[src/rtl/spi_write_slave.sv]
// SPI mode-0 write slave: oversamples CS/SCLK/SDATA, assembles an 8-bit address plus
// 8-bit data frame and writes it into an internal register bank with a one-cycle strobe.
module spi_write_slave #(
  parameter int          NREG   = 16,
  parameter logic [7:0]  RSTVAL = 8'h00
) (
  input  logic                CLK,
  input  logic                RSTX,
  input  logic                CS,
  input  logic                SCLK,
  input  logic                SDATA,
  output logic                WE,
  output logic [7:0]          WADDR,
  output logic [7:0]          WDATA,
  output logic [NREG*8-1:0]   REGS,
  output logic                BUSY,
  output logic                ABORT
);

  typedef enum logic [1:0] {IDLE, ADDR, DATA, DONE} state_t;

  state_t      state, state_nxt;
  logic        cs_p0, cs_p1, cs_p2;
  logic        sclk_p0, sclk_p1, sclk_p2;
  logic        sdata_p0, sdata_p1;
  logic        sclk_rise, cs_fall, cs_rise;
  logic        shift_en, frame_done, abort_nxt;
  logic [4:0]  cnt;
  logic [15:0] shreg;
  logic [15:0] frame_w;
  logic        we_r, abort_r;
  logic [7:0]  waddr_r, wdata_r;
  logic [7:0]  regs [NREG];

  // Stage p0/p1: two-flop synchronizers; p2: previous value for edge detection
  always_ff @(posedge CLK or negedge RSTX) begin
    if (!RSTX) begin
      cs_p0    <= 1'b0;
      cs_p1    <= 1'b0;
      cs_p2    <= 1'b0;
      sclk_p0  <= 1'b0;
      sclk_p1  <= 1'b0;
      sclk_p2  <= 1'b0;
      sdata_p0 <= 1'b0;
      sdata_p1 <= 1'b0;
    end else begin
      cs_p0    <= CS;
      cs_p1    <= cs_p0;
      cs_p2    <= cs_p1;
      sclk_p0  <= SCLK;
      sclk_p1  <= sclk_p0;
      sclk_p2  <= sclk_p1;
      sdata_p0 <= SDATA;
      sdata_p1 <= sdata_p0;
    end
  end

  assign sclk_rise = sclk_p1 & ~sclk_p2;
  assign cs_fall   = ~cs_p1 & cs_p2;
  assign cs_rise   = cs_p1 & ~cs_p2;
  assign frame_w   = {shreg[14:0], sdata_p1};

  // Frame sequencing
  always_ff @(posedge CLK or negedge RSTX) begin
    if (!RSTX) state <= IDLE;
    else       state <= state_nxt;
  end

  always_comb begin
    state_nxt  = state;
    shift_en   = 1'b0;
    frame_done = 1'b0;
    abort_nxt  = 1'b0;
    case (state)
      IDLE: begin
        if (cs_fall) state_nxt = ADDR;
      end
      ADDR: begin
        if (cs_rise) begin
          state_nxt = IDLE;
          abort_nxt = 1'b1;
        end else if (sclk_rise) begin
          shift_en = 1'b1;
          if (cnt == 5'd7) state_nxt = DATA;
        end
      end
      DATA: begin
        // The 16th bit wins over a simultaneous CS rise: the frame still completes
        if (sclk_rise && cnt == 5'd15) begin
          shift_en   = 1'b1;
          frame_done = 1'b1;
          state_nxt  = cs_rise ? IDLE : DONE;
        end else if (cs_rise) begin
          state_nxt = IDLE;
          abort_nxt = 1'b1;
        end else if (sclk_rise) begin
          shift_en = 1'b1;
        end
      end
      DONE: begin
        if (cs_rise) state_nxt = IDLE;
      end
      default: state_nxt = IDLE;
    endcase
  end

  // Stage p3: shift register, counter and write outputs
  always_ff @(posedge CLK or negedge RSTX) begin
    if (!RSTX) begin
      cnt     <= 5'd0;
      shreg   <= 16'd0;
      we_r    <= 1'b0;
      abort_r <= 1'b0;
      waddr_r <= 8'd0;
      wdata_r <= 8'd0;
    end else begin
      we_r    <= frame_done;
      abort_r <= abort_nxt;
      if (state_nxt == IDLE) cnt <= 5'd0;
      else if (shift_en)     cnt <= cnt + 5'd1;
      if (shift_en) shreg <= frame_w;
      if (frame_done) begin
        waddr_r <= frame_w[15:8];
        wdata_r <= frame_w[7:0];
      end
    end
  end

  // Addresses at or above NREG match no entry and leave the bank untouched
  always_ff @(posedge CLK or negedge RSTX) begin
    if (!RSTX) begin
      for (int i = 0; i < NREG; i++) regs[i] <= RSTVAL;
    end else if (frame_done) begin
      for (int i = 0; i < NREG; i++) begin
        if (frame_w[15:8] == 8'(i)) regs[i] <= frame_w[7:0];
      end
    end
  end

  for (genvar g = 0; g < NREG; g++) begin : g_regs
    assign REGS[8*g +: 8] = regs[g];
  end

  assign WE    = we_r;
  assign ABORT = abort_r;
  assign WADDR = waddr_r;
  assign WDATA = wdata_r;
  assign BUSY  = (state != IDLE);

endmodule

[config.mk]
export PLATFORM = sky130hd
export DESIGN_NAME = spi_write_slave
export DESIGN_NICKNAME = d
export VERILOG_FILES = /design/src/rtl/spi_write_slave.sv
export SDC_FILE = /design/constraint.sdc
export NUM_CORES = 1
export LEC_CHECK = 0
export ABC_CLOCK_PERIOD_IN_PS = 2310
export CAP_MARGIN = 5
export CORE_ASPECT_RATIO = 0.6
export CORE_UTILIZATION = 30
export CTS_CLUSTER_SIZE = 14
export DETAILED_ROUTE_END_ITERATION = 6
export GPL_TIMING_DRIVEN = 0
export MAX_ROUTING_LAYER = met4
export SETUP_SLACK_MARGIN = 0.1
export SYNTH_ARGS = -nofsm -noshare
export SYNTH_HDL_FRONTEND = slang
export SYNTH_SLANG_ARGS = --single-unit
export TNS_END_PERCENT = 50
[constraint.sdc]
create_clock -name CLK -period 2.31 [get_ports CLK]
set_input_delay 0.231 -clock CLK [delete_from_list [all_inputs] [get_ports CLK]]
set_output_delay 0.231 -clock CLK [all_outputs]
set_load 0.02 [all_outputs]
==> results of run 1 <==
## sequential cells by signal (all words and copies together) (netlist names), 2 cells and up
register,flops
REGS,128
shreg,15
WADDR,8
cnt,5
state,2
WDATA,8
## kinds of logic after synthesis
group,after synthesis
AND/OR/NAND/NOR,100
AO/OA/AOI/OAI,12
flip-flops,176
XOR/XNOR,3
buffers and inverters,34
multiplexers,143
adder cells (fa/ha/maj),7
## worst paths after layout
check / endpoint / startpoint / cells past startpoint / slack, ns
setup / recovery: REGS[36] / cnt[1] / 11 / -0.06
hold / removal: cs_p0 / CS / 1 / 0.25
setup reg to reg: REGS[36] / cnt[1] / 11 / -0.06
hold reg to reg: sdata_p1 / sdata_p0 / 0 / 0.35
max in group asynchronous: sclk_p2 / RSTX / 3 / 1.00
min in group asynchronous: REGS[41] / RSTX / 2 / 0.36
## where the power goes
part / total (mW) / switching [mW] / internal (mW)
combinational: 0.857 / 0.596 / 0.261
clock: 2.89 / 1.24 / 1.66
sequential: 3.21 / 0.0542 / 3.16
## layout by cell type, fill, tap and decap left out, drive strengths merged
master,Yosys,routed
a211oi,1,1
a21oi,3,3
a31oi,2,2
and2,2,2
and3,2,2
and3b,2,2
buf,11,27
bufinv,0,2
clkbuf,16,38
clkdlybuf4s50,0,150
clkinv,0,3
clkinvlp,0,5
dfrtp,176,176
dlygate4sd3,0,1
ha,7,7
inv,7,9
mux2,142,142
mux2i,1,1
nand2,54,54
nand2b,3,3
nand3,6,6
nand4,2,2
nand4b,1,1
nor2,18,18
nor2b,1,1
nor3,2,2
nor3b,1,1
nor4,1,1
nor4bb,1,1
o2111a,1,1
o211ai,3,3
o21ai,2,2
or2,3,3
or4,1,1
xnor2,1,1
xor2,2,2
## what timing repair did
item	4_1_cts	5_1_grt
cloned	0	0
hold buffers	1	0
endpoints found under the hold margin	69	0
resized for setup	34	10
setup endpoints to repair	143	148
setup buffers	15	1
pin swaps	11	6
## routing by layer
metal / part of all wire / global-route usage / wire length [microns] / vias to the layer above
met3: 0.083 / 0.0725 / 1530 / 12
met4: 0.0070 / 0.0422 / 130 / 0
met1: 0.47 / 0.223 / 8700 / 2303
met5: 0 / - / 0 / -
li1: - / - / - / 1999
met2: 0.44 / 0.247 / 8160 / 105
## final cells by class
class                   count  area share
inverters                   7     0.00266
plain buffers              27      0.0141
multi-input cells         265       0.259
clock buffers              20      0.0463
clock inverters            12      0.0136
flip-flops and latches    176       0.446
well taps                 308      0.0391
repair buffers            169       0.179
## per-stage QoR
stage          hold WS (ns)  power, mW  instance area, sq um  instances   TNS, ns
5_1_grt               0.220       7.28                  9870        984    -14.90
3_5_place_dp          0.226       4.10                  8890        935    -30.11
2_1_floorplan       -0.0646       3.71                  6960        475         0
4_1_cts               0.222       7.06                  9810        983     -1.31
6_report              0.248       6.96                  9870        984    -0.955
3_3_place_gp          0.335       4.05                  8860        934  -1066.50
==> results.toml, run 1 <==
[synthesis]
synth_compound_area_frac = 0.0114
synth_xor_area_frac = 0.00381
yosysTopAreaCellShare = 0.639
synth_area_leaders = "dfrtp_1, mux2_2, nand2_1"
ys_seq_area_frac = 0.639
syn-num-nets = 487
synth_commonest_cells = "dfrtp_1, mux2_2, nand2_1, clkbuf_1, nor2_4"
synth_cell_types = 40
ys_async_sr_fraction = 1.00
ys_warn_count = 0
synth-adder-area-share = 0.0127
synth.area.mux_share = 0.233
synthSimpleGateAreaFrac = 0.0804
syn_inst = 475
yosys.area.top_type = "dfrtp_1"
synth-main-ff-cell = "dfrtp_1"
synth_most_common_cell = "dfrtp_1"
netlist_area_sq_mm = 0.00689
ys_ff_latch = 176
synth_area_per_cell_sq_um = 14.5
synth-edff-count = 0
synth_top_family_by_area = "multiplexers"

[setup_path]
cp_top_family = "simple AND/OR/NAND/NOR gates"
worstPathMaxFanout = 8
critPathMaxStageDelay_ns = 0.37
critical_path_class = "reg2reg"
path_cells = "ha_2 -> and3_4 -> ha_4 -> nand4b_1 -> inv_2 -> nand2_2 -> or2_1 -> buf_6 -> nand2b_4 -> buf_6 -> mux2_4"
critPathBufInv = 3
crit_arrival_ns = 2.68
cp-end-kind = "register"
critPathMostFrequentCell = "buf_6"
crit_path_start_kind = "register"
slowest_stage = "dfrtp_1"
required_ns = 2.62

[routing]
drt_iter0_drc = 156
drc = 0
wirelength_mm = 18.5
first_pass_iters = 4
ant_nets = 0
vias = 4419
avgRoutedWirePerCell_microns = 18.8
vias_per_cell = 4.49

[sta]
post-route-period-util = 1.03
finalSetupViolations = 48
slew_viol_final = 0
fin_ws_ns = -0.0587
max_clock_freq_ghz = 0.422
slew_headroom = 0.482
final-hold-violation-count = 0
rsz0062_at_grt = "yes"
finalCriticalPeriod_ns = 2.37
skew_ns = 0.00893
tightest_slew_ns = 0.777

[clock_network]
insertion_delay_ns = 0.43
cts_max_level = 4
cts_tree = "done"
cts_root_buf = "clkbuf_16"
clk_path_buf_depth = 2
cts_inserted_buffers = 17
clk_pin_slew_ns = 0.06
cts.sinks = 176

[global_routing]
grt_pass1_wl_mm = 28.9
grt_usage = 0.172
antenna_found_initial = 0
grt-ovfl-total = 0
grt_max_degree = 108
grt_pass1_vias = 4850

[layout]
ff_latch_area_sq_mm = 0.00440
fillers = 2057
post-route-util = 0.443
drive_gt1_frac = 0.342
nets = 675
antennaDiodeCount = 0
syn_to_final_growth_pct = 43.1
multi_input_area_sq_mm = 0.00256

[floorplanning]
initial_core_util = 0.309
fp.dieW_microns = 198
fp-row-count = 42
core_area_sq_mm = 0.0223
pin_count = 152
die_h_microns = 119
fp.dieArea_sq_mm = 0.0236

[worst_hold_path]
hp-class = "in2reg"

[job]
max_cap_violations = 0

[placement]
dp_slack_ns = -0.449
dpl.hpwl_mm = 12.5
port_buffers = 151
gp_congestion = 0.756

[outcome]
violations = "negative setup slack"
status = "finished with violations"

[power_and_ir_drop]
p_per_area_mw_per_mm2 = 706
vdd_ir_drop_max_mv = 0.490
leakage_nw = 4.58
(Power assumes the default switching activity.)
==> inputs of run 2 (changes only) <==
CORE_UTILIZATION = 45   (was 30)
PLACE_DENSITY = 0.75   (was not set)
==> results.toml, run 2 (synthesis results as in run 1) <==
[sta]
rsz0062_at_grt = "yes"
slew_viol_final = 0
finalCriticalPeriod_ns = 2.37
tightest_slew_ns = 0.747
slew_headroom = 0.502
max_clock_freq_ghz = 0.423
post-route-period-util = 1.02
final-hold-violation-count = 0
skew_ns = 0.0116
finalSetupViolations = 45
fin_ws_ns = -0.0556

[worst_hold_path]
hp-class = "in2reg"
holdPathStages = 1

[setup_path]
slowest_stage = "dfrtp_1"
r2r_end = "REGS[29]"
cp-startpoint = "cnt[1]"
endpoint = "REGS[29]"
crit_arrival_ns = 2.67
crit_path_start_kind = "register"
reg2regPathDepth = 9
r2r-start = "cnt[1]"
cp_top_family = "simple AND/OR/NAND/NOR gates"
worstPathMaxFanout = 8
critPathMostFrequentCell = "and3_4"
reg2reg_slack_ns = -0.06
crit_cells = 9
critPathBufInv = 2
path_cells = "ha_2 -> and3_4 -> ha_4 -> nand4b_1 -> buf_6 -> nor3_4 -> and3_4 -> buf_12 -> mux2_4"
cp-end-kind = "register"
critical_path_class = "reg2reg"
critPathMaxStageDelay_ns = 0.36
required_ns = 2.61

[floorplanning]
core_area_sq_mm = 0.0147
fp.dieW_microns = 162
pin_count = 152
fp-row-count = 34
die_h_microns = 97.9
fp.dieArea_sq_mm = 0.0158
initial_core_util = 0.468

[layout]
fillers = 1033
antennaDiodeCount = 0
drive_gt1_frac = 0.351
nets = 678
final_cell_mix = "dfrtp_1, clkdlybuf4s50_1, mux2_2"
post-route-util = 0.668
largest_register_ffs = 128
syn_to_final_growth_pct = 42.6
final_common_cell = "dfrtp_1"

[routing]
wirelength_mm = 17.2
drt_iter0_drc = 283
first_pass_iters = 4
vias = 4448
avgRoutedWirePerCell_microns = 19.6
vias_per_cell = 5.07
drc = 0
ant_nets = 0

[clock_network]
cts_inserted_buffers = 17
clk_path_buf_depth = 2
cts_root_buf = "clkbuf_16"
insertion_delay_ns = 0.42
clk_pin_slew_ns = 0.07
cts_max_level = 4
cts_tree = "done"
cts.sinks = 176

[global_routing]
grt_usage = 0.236
grt_max_degree = 115
grt-ovfl-total = 0
antenna_found_initial = 0
grt_pass1_wl_mm = 27.2
grt_pass1_vias = 4813

[placement]
gp_congestion = 0.747
port_buffers = 151
dpl.hpwl_mm = 11.3

[power_and_ir_drop]
leakage_nw = 4.62
power.total_mw = 6.86
vdd_ir_drop_max_mv = 0.518
p_per_area_mw_per_mm2 = 698

[outcome]
status = "finished with violations"
violations = "negative setup slack"

[job]
max_cap_violations = 0
run 2: cell count changes in the layout (fill, tap and decap cells not counted), sizes merged:
cell,delta
clkbuf,-4
clkinvlp,-2
clkinv,+2
bufinv,-1
buf,+6
inv,+2
run 2: worst register-to-register path: stages (launching register included):
cell      delay, ns
dfrtp_1        0.36
ha_2           0.19
and3_4         0.19
ha_4           0.13
nand4b_1       0.18
buf_6          0.20
nor3_4         0.30
and3_4         0.26
buf_12         0.14
mux2_4         0.31
run 2: metal layers:
layer,wire (microns),global-route usage,vias up
met5,0,-,-
met4,91,0.0501,0
met3,1270,0.0811,10
met2,7650,0.336,113
met1,8210,0.326,2323
li1,-,-,2002
run 2: layout make-up:
cell class,count,area [sq um],share of cell area
Sequential cell,176,4400,0.448
Multi-Input combinational cell,265,2640,0.268
Buffer,27,149,0.0151
Clock buffer,19,443,0.0451
Inverter,7,26.3,0.00267
Clock inverter,13,128,0.0130
Tap cell,198,248,0.0252
Timing Repair Buffer,172,1800,0.183
run 2: worst min path at each step:
stage	from	to	slack, ns
6_report	SDATA	sdata_p0	0.24
5_1_grt	CS	cs_p0	0.22
4_1_cts	SDATA	sdata_p0	0.23
3_5_place_dp	RSTX	cnt[4]	0.20
3_3_place_gp	cs_p0	cs_p1	0.34
2_1_floorplan	RSTX	ABORT	-0.06
run 2: repair_timing:
action,in CTS,in global routing
setup buffers,10,9
pin swaps,11,16
hold buffers,1,0
endpoints found under the setup margin,143,133
resized for setup,29,42
endpoints found under the hold margin,62,0
run 2: report_power, final:
part	internal (mW)	switching [mW]	leakage [nW]
Clock	1.53	1.25	0.271
Combinational	0.282	0.576	1.91
Sequential	3.16	0.0596	2.43
run 2: through the flow:
stage | hold slack [ns] | worst slack [ns] | instances | setup TNS, ns | instance area, sq um
floorplan | -0.0646 | 0.0600 | 475 | 0 | 6960
global placement | 0.338 | -5.77 | 824 | -1029.59 | 8720
detailed placement | 0.201 | -0.326 | 825 | -20.68 | 8750
CTS | 0.227 | -0.00706 | 868 | -0.00706 | 9570
global route | 0.225 | -0.141 | 877 | -10.24 | 9830
finish | 0.237 | -0.0556 | 877 | -1.27 | 9830
==> inputs of run 3 (changes only) <==
ABC_AREA = 1   (was not set)
CORE_UTILIZATION = 46   (was 45)
PLACE_DENSITY = 0.76   (was 0.75)
SKIP_LAST_GASP = 1   (was not set)
==> results.toml, run 3 <==
[outcome]
status = "finished clean"

[sta]
max_clock_freq_ghz = 0.470
final-hold-violation-count = 0
post-route-period-util = 0.922
finalSetupViolations = 0
rsz0062_at_grt = "yes"
slew_viol_final = 0
tightest_slew_ns = 1.06
skew_ns = 0.0134
finalCriticalPeriod_ns = 2.13
slew_headroom = 0.295

[placement]
dpl.hpwl_mm = 13.0
gp_congestion = 0.818
dp.cells = 1027
place_area_sq_mm = 0.00885
port_buffers = 151

[setup_path]
critical_path_class = "reg2reg"
r2r_end = "REGS[61]"
cp-startpoint = "cnt[0]"
critPathBufInv = 4
slowest_stage = "dfrtp_1"
r2r-start = "cnt[0]"
reg2regPathDepth = 13
critPathMaxStageDelay_ns = 0.40
required_ns = 2.60
cp-end-kind = "register"
crit_path_start_kind = "register"
crit_arrival_ns = 2.42
cp_top_family = "simple AND/OR/NAND/NOR gates"
worstPathMaxFanout = 10
path_cells = "ha_2 -> nand2_2 -> nor2_1 -> ha_2 -> nand3_2 -> inv_4 -> nand2_8 -> inv_4 -> clkbuf_16 -> nand2_4 -> buf_6 -> nand2_1 -> o21ai_1"
reg2reg_slack_ns = 0.18

[global_routing]
grt_usage = 0.256
grt_max_degree = 135
grt_pass1_vias = 5461
antenna_found_initial = 0
grt_pass1_wl_mm = 29.9
grt-ovfl-total = 0

[worst_hold_path]
holdPathStages = 1
hp-class = "in2reg"
hold_start = "SDATA"
min_to = "sdata_p0"

[clock_network]
cts_max_level = 4
cts_root_buf = "clkbuf_16"
insertion_delay_ns = 0.43
cts.sinks = 176
clk_path_buf_depth = 2
clk_pin_slew_ns = 0.07
cts_inserted_buffers = 17
cts_tree = "done"

[layout]
post-route-util = 0.654
drive_gt1_frac = 0.180
nets = 866
largest_register_ffs = 128
final_cell_mix = "nand2_1, dfrtp_1, clkdlybuf4s50_1"
fin_area_sq_mm = 0.00963
syn_to_final_growth_pct = 36.5
stdcell_count = 1065
final_common_cell = "nand2_1"
fillers = 1156
antennaDiodeCount = 0

[job]
max_cap_violations = 0

[synthesis]
ys_async_sr_fraction = 1.00
yosys.area.top_type = "dfrtp_1"
ys_warn_count = 0
ys_seq_area_frac = 0.624
synth_most_common_cell = "nand2_1"
synth-main-ff-cell = "dfrtp_1"
ys_ff_latch = 176
synth_area_leaders = "dfrtp_1, nand2_1, o21ai_2"
synth_commonest_cells = "nand2_1, dfrtp_1, o21ai_2, o21ai_0, o21ai_1"
synth-edff-count = 0
netlist_area_sq_mm = 0.00706
synth_cell_types = 24
syn_inst = 677
yosysTopAreaCellShare = 0.624
synth_area_per_cell_sq_um = 10.4
syn-num-nets = 689

[floorplanning]
core_area_sq_mm = 0.0147
fp.dieArea_sq_mm = 0.0159
pin_count = 152
fp.dieW_microns = 162
initial_core_util = 0.479
fp-row-count = 34
die_h_microns = 97.9

[routing]
ant_nets = 0
wirelength_mm = 18.9
drt_iter0_drc = 332
avgRoutedWirePerCell_microns = 17.7
drc = 0
vias = 5491
vias_per_cell = 5.16
first_pass_iters = 5

[power_and_ir_drop]
p_sw_frac = 0.294
p_switching_mw = 2.07
p_int_mw = 4.97
vdd_ir_drop_max_mv = 0.498
clkPwrFrac = 0.416
p_seq_frac = 0.455
leakage_nw = 4.30
p_per_area_mw_per_mm2 = 732
combPwrFrac = 0.129
==> run 3: cells by family after synthesis <==
kind of cell / Yosys count / share of synthesized area
simple gates: 256 / 0.156
flops: 176 / 0.624
compound gates: 167 / 0.151
buf+inv: 71 / 0.0566
fa+ha+maj: 7 / 0.0124
==> run 3: area by class of cell <==
class                   count  area [sq um]  area share
repair inverters            1          6.26    0.000650
flip-flops and latches    176          4400       0.457
well taps                 198           248      0.0257
repair buffers            157          1620       0.168
clock inverters            14           171      0.0178
clock buffers              18           429      0.0446
plain buffers              33           268      0.0278
multi-input cells         430          2330       0.242
inverters                  38           153      0.0159
==> run 3: through the flow <==
| step | TNS (ns) | setup WS [ns] | hold WS [ns] | power, mW |
|---|---|---|---|---|
| after floorplan | 0 | 0.454 | -0.0646 | 3.77 |
| after global placement | -989.99 | -5.64 | 0.332 | 4.10 |
| after detailed placement | 0 | 0.116 | 0.139 | 4.16 |
| after CTS | 0 | 0.112 | 0.240 | 7.05 |
| after global routing | 0 | 0.0735 | 0.246 | 7.32 |
| final | 0 | 0.181 | 0.249 | 7.04 |
==> run 3: power by group through the flow <==
stage / sequential [mW] / clock, mW / combinational (mW)
after global routing: 3.21 / 3.10 / 1.01
after floorplan: 3.25 / 0 / 0.521
final: 3.21 / 2.93 / 0.908
after CTS: 3.20 / 2.95 / 0.897
after detailed placement: 3.26 / 0 / 0.894
after global placement: 3.26 / 0 / 0.838
==> run 3: timing repair <==
action | CTS | global route
setup endpoints to repair | 1 | 108
cloned | 0 | 3
hold buffers | 1 | 0
buffers inserted | 0 | 2
pin swaps | 0 | 2
hold endpoints to repair | 42 | 0
gates resized for setup | 1 | 22
==> run 3: layer usage <==
metal  track usage  vias to the layer above  routed length (microns)
li1              -                     2578                        -
met1         0.353                     2732                     8970
met2         0.371                      167                     8450
met3        0.0765                       14                     1330
met4        0.0588                        0                      158
met5             -                        -                        0
==> run 3: worst max path at each step <==
stage / endpoint / slack, ns / cells after the start
global placement: REGS[82] / -5.64 / 1
floorplan: REGS[44] / 0.45 / 13
detailed placement: REGS[61] / 0.12 / 13
CTS: REGS[61] / 0.11 / 13
finish: REGS[61] / 0.18 / 13
global route: REGS[61] / 0.07 / 13
